### src/rtl/shumezuesi_seq.sv
// Sequential 16x16 unsigned shift-and-add multiplier that borrows the CPU's
// shared 16-bit adder through add_a/add_b/add_rez/add_cout, one step per cycle.
//
// state | meaning
// IDLE  | waiting for start, ready=1, adder inputs quiet
// RUN   | 16 add/shift steps, one per cycle
// DONE  | one-cycle done pulse, product just loaded
module shumezuesi_seq (
    input  logic        clk,
    input  logic        rst,
    input  logic        start,
    input  logic [15:0] op_a,
    input  logic [15:0] op_b,
    output logic        ready,
    output logic        busy,
    output logic        done,
    output logic [31:0] product,
    output logic [15:0] add_a,
    output logic [15:0] add_b,
    input  logic [15:0] add_rez,
    input  logic        add_cout
);

    localparam logic [1:0] IDLE = 2'b00;
    localparam logic [1:0] RUN  = 2'b01;
    localparam logic [1:0] DONE = 2'b10;

    logic [1:0]  state;
    logic [15:0] mcand;
    logic [15:0] acc_hi;
    logic [15:0] acc_lo;
    logic [4:0]  cnt;
    logic [32:0] step_full;
    logic [31:0] step_next;

    // Carry from the adder lands in bit 31 after the shift, so nothing is lost.
    assign step_full = {add_cout, add_rez, acc_lo};
    assign step_next = step_full[32:1];

    assign ready = (state == IDLE);
    assign busy  = (state == RUN) || (state == DONE);
    assign done  = (state == DONE);

    always_comb begin
        add_a = 16'h0000;
        add_b = 16'h0000;
        if (state == RUN) begin
            add_a = acc_hi;
            add_b = acc_lo[0] ? mcand : 16'h0000;
        end
    end

    always_ff @(posedge clk) begin
        if (rst) begin
            state   <= IDLE;
            mcand   <= 16'h0000;
            acc_hi  <= 16'h0000;
            acc_lo  <= 16'h0000;
            cnt     <= 5'd0;
            product <= 32'h0000_0000;
        end else begin
            case (state)
                IDLE: begin
                    if (start) begin
                        mcand  <= op_a;
                        acc_hi <= 16'h0000;
                        acc_lo <= op_b;
                        cnt    <= 5'd0;
                        state  <= RUN;
                    end
                end
                RUN: begin
                    {acc_hi, acc_lo} <= step_next;
                    cnt              <= cnt + 5'd1;
                    if (cnt == 5'd15) begin
                        product <= step_next;
                        state   <= DONE;
                    end
                end
                DONE: begin
                    state <= IDLE;
                end
                default: begin
                    state <= IDLE;
                end
            endcase
        end
    end

endmodule
### config.mk
export PLATFORM = sky130hd
export DESIGN_NAME = shumezuesi_seq
export DESIGN_NICKNAME = d
export VERILOG_FILES = /design/src/rtl/shumezuesi_seq.sv
export SDC_FILE = /design/constraint.sdc
export NUM_CORES = 1
export LEC_CHECK = 0
export ABC_AREA = 1
export BUFFER_PORTS_ARGS = -buffer_cell sky130_fd_sc_hd__buf_2
export CAP_MARGIN = 30
export CORE_UTILIZATION = 55
export DETAILED_ROUTE_END_ITERATION = 12
export GPL_TIMING_DRIVEN = 0
export PLACE_DENSITY_LB_ADDON = 0.1
export SLEW_MARGIN = 10
export SYNTH_ARGS = -nofsm -noshare
export SYNTH_HDL_FRONTEND = slang
export SYNTH_SLANG_ARGS = --single-unit
### constraint.sdc
create_clock -name clk -period 3.18 [get_ports clk]
set_input_delay 0.477 -clock clk [delete_from_list [all_inputs] [get_ports clk]]
set_output_delay 0.477 -clock clk [all_outputs]
set_load 0.005 [all_outputs]
Yosys cells after proc, flatten, opt, wreduce, memory -nomap -nowiden
Cells that the tools add are included.

storage, ports and cells
  register bits after elaboration = 87
  bits of input ports = 52
  output and inout port bits = 67
  word-level logic and storage cells = 31

cells by class
  multiplexer cells = 12
  reduce and logical (&&, ||, !) cells = 7
  add/subtract/negate cells = 1
  equality and inequality tests = 5

operators by type and width
  operator                                                                  number
  16-bit 2-to-1 mux                                                         5
  16-bit case mux with 2 select lines                                       2
  5-bit case mux with 2 select lines                                        1
  2-bit AND reduction                                                       4
  5-bit by 1-bit adder with 5-bit output (second input constant)            1
  5-bit by 4-bit == test with 1-bit output (second input constant)          1
  5-bit 2-to-1 mux                                                          1
  2-bit 2-to-1 mux                                                          2
  2-bit case mux with 2 select lines                                        1
  2-bit by 1-bit == test with 1-bit output (second input constant)          1
  2-bit == test (second input constant)                                     1
  2-bit zero test                                                           1
  2-bit by 1-bit inequality test with 1-bit output (second input constant)  1
  2-bit inequality test (second input constant)                             1
  2-bit nonzero test                                                        1
  1-bit logical OR                                                          1

Logic depth before layout (Yosys ltp)
  depth after elaboration = 3
  depth in mapped cells = 9
  mapped depth without buffers = 8

Worst setup path after synthesis
Ideal clock, no wire load.

  path type = register -> output
  start point = register state[1]
  end point = output add_b[10]
  stages on the path, launching flop included = 7
  data required time = 2.703 ns
  slack = 1.589 ns
  data arrival time = 1.114 ns
  path buffers = 2
  path through = dfxtp_1 -> inv_1 -> ha_1 -> buf_6 -> nand2_1 -> buf_2 -> nor2_1

between the ends
  cells in the longest elaborated chain, start to end = 2

ends and longest elaborated chain
  element                                   RTL line  text
  start: declaration                        28        logic [1:0] state;
  start signal: assignment                  55        state <= IDLE;
  start signal: assignment                  69        state <= RUN;
  start signal: assignment                  77        state <= DONE;
  2-bit by 1-bit == test with 1-bit output  47        if (state == RUN) begin
  16-bit 2-to-1 mux                         47
  end: declaration                          19        output logic [15:0] add_b,

No other way between the ends.

Worst setup path in the final report
Ends and elaborated chain as after synthesis.

==> impl_metrics.csv <==
group,metric,value,unit
sta,setup_tns,0,ps
critical_path,worstReg2RegStart,"cnt[0]$_SDFFE_PP0P_",
floorplanning,die_h,84.8,µm
clocking,cts_buffers,9,
sta,fin_crit_sh,71.8,%
floorplanning,die_w,84.8,µm
placed_design,port_buffers,117,
routing,highest_layer,"met4",
sta,max_freq,438,MHz
routing,final_antenna_net_count,0,
final_layout,stdcell_area,0.00466,mm²
routing,drcViolationCount,8,
critical_path,critPathKind,"register to output port",
final_layout,syn_to_final_growth,23.6,%
routing,wl,9080,µm
yosys,synth-simple-area-share,25.9,%
placed_design,place_congestion,0.833,
yosys,synth_fa_ha_area_share,1.66,%
sta,whs,344,ps
global_route,antenna_found_initial,0,
final_layout,layout-drive-gt1-share,31.1,%
final_layout,nFillCells,573,
yosys,synth_nets,568,
final_layout,num_antenna_cells,0,
power_and_ir_drop,p_per_area,484,mW/mm²
yosys,synth_xor_area_share,0,%
clocking,ctsHoldBuffers,0,
clocking,cts.sinks,87,
routing,post_drt_wl_per_cell,12.6,µm
clocking,cts_tree,"built",
final_layout,finalCoreUtilization,71.8,%
sta,drv_slew,0,
final_layout,regArea,0.00174,mm²
global_route,grt_max_degree,14,
power_and_ir_drop,ir_drop,0.389,mV
global_route,grt-ovfl-total,0,
clocking,cts_buffer_depth,2,
critical_path,arrival,1810,ps
run_status,violations,"DRC",
routing,met2_length,4420,µm
min_path,min_from,"rst",
sta,final_hold_viol_count,0,
sta,skew,7.75,ps
sta,period_minus_slack,2280,ps
sta,tightest_slew,450,ps
final_layout,multi_input_area,0.00163,mm²
floorplanning,ioPinCount,119,
floorplanning,start_util,58.1,%
global_route,track_usage,27.2,%
sta,relSlewSlack,70.0,%
final_layout,nets,696,
routing,dr_total_vias,3663,
clocking,h-tree-depth,3,
sta,setup_viol_count_final,0,
global_route,grt_pass1_vias,3627,
critical_path,crit_fanout,10,
yosys,synth-compound-area-share,15.5,%
yosys,syn_area,0.00377,mm²
routing,drt-initial-drc-count,200,
yosys,synth_cells,511,
placed_design,placed_area,0.00446,mm²
critical_path,critPathLaunch,"state[1]$_SDFFE_PP0P_",
run,maxCapViolations,0,
yosys,synth.distinct_cells,25,
yosys,synth_top_family_by_area,"simple AND/OR/NAND/NOR gates",
clocking,cts_setup_buffers,0,
clocking,cts_root_buffer,"clkbuf_8",
critical_path,worstPathRequired,2700,ps
yosys,avgSynthCellArea,7.38,µm²
floorplanning,core-area,0.00649,mm²
routing,wirelength_met1,4050,µm
power_and_ir_drop,p_leak,0.00233,µW
final_layout,most-common-layout-cells,"buf_2, nor2_1, nand2_1",
run_status,status,"finished, violations left",
floorplanning,die_area,0.00720,mm²
yosys,ys.warnings.count,0,
floorplanning,core.rowCount,29,
power_and_ir_drop,power,2260,µW
yosys,muxShareOfSynthArea,0,%
global_route,grt_pass1_wl,15700,µm
clocking,clk_latency,340,ps
routing,via_per_inst,5.08,
routing,firstDrtPassIters,9,
critical_path,worstSetupEndpointType,"output port",
routing,met3WireLength,434,µm
clocking,cts.clk_slew.worst_paths,80,ps
placed_design,dp_hpwl,6530,µm
critical_path,critPathLaunchType,"register",
yosys,yosys_register_bits,87,
min_path,hold_path.class,"primary input to register",
clocking,ctsResizeCount,0,
yosys,ys_seq_area_share,46.2,%
sta,rsz0062_at_grt,"false",
final_layout,final_common_cell,"buf_2",
worst max-delay path: stages, from the launching register on:
cell	delay (ps)
dfxtp_1	370
inv_1	80
ha_1	190
buf_6	160
nand2_1	200
buf_2	270
nor2_1	70
buf_2	130
power breakdown:
group	leakage [µW]	switching [µW]	internal [µW]	total (µW)
Clock	0.000109	365	426	791
Sequential	0.000710	26.5	1140	1170
Combinational	0.00151	185	116	301
Total	0.00233	576	1680	2260
cell families (layout without fill, tap and decap cells):
group / count (synthesis) / count (layout)
buffers and inverters: 77 / 210
and+or+nand+nor: 237 / 237
AOI/OAI and AO/OA: 105 / 105
DFF: 87 / 87
adders and majority gates: 5 / 5
cells in the mapped netlist:
master    instances  area [µm²]
a21oi_1          29         145
buf_8             1        15.0
buf_2            13        65.1
nand3_1          20         100
and3_1            1        6.26
buf_4             5        37.5
inv_4             1        6.26
nor2_1          108         405
o21ai_0          59         295
nand2_4           3        33.8
inv_6             1        8.76
buf_1             1        3.75
dfxtp_1          87        1740
clkbuf_2          2        10.0
inv_1            38         143
clkinv_2          1        5.00
o21ai_2           1        8.76
ha_1              5        62.6
clkbuf_1          4        15.0
nand2_2          15        93.8
buf_6             8        90.1
nand2_1          90         338
inv_2             2        7.51
a21oi_2          15         131
o21ai_1           1        5.00
layout make-up:
| cell class | instances | share of cell area [%] |
|---|---|---|
| multi-input combinational | 347 | 34.8 |
| buffer | 34 | 5.07 |
| clock buffer | 13 | 3.62 |
| timing repair buffer | 117 | 12.6 |
| tap | 77 | 2.07 |
| clock inverter | 3 | 0.858 |
| inverter | 43 | 3.65 |
| sequential | 87 | 37.3 |
path summary, 6_finish.rpt:
kind,endpoint,slack [ps],cells after the start
max,add_b[10],900,7
min,acc_hi[15]$_SDFFE_PP0P_,340,2
max reg2reg,product[6]$_SDFFE_PP0P_,1460,7
min reg2reg,mcand[11]$_SDFFE_PP0P_,460,2
state kept, by name, indices dropped and copies added, names as in the netlist:
name,count
product,32
acc_hi,16
acc_lo,16
mcand,16
cnt,5
state,2
routing by layer:
layer	vias to the layer above	track usage (%)
met4	0	12.6
li1	1856	-
met3	19	4.38
met5	-	0
met1	1670	33.5
met2	118	47.0
through the flow:
step	worst slack [ps]	cells
final	898	721
after global routing	786	721
after CTS	892	721
after detailed placement	1270	705
after global placement	1300	705
after floorplan	1590	511
Power figures use the tool's default switching activity.
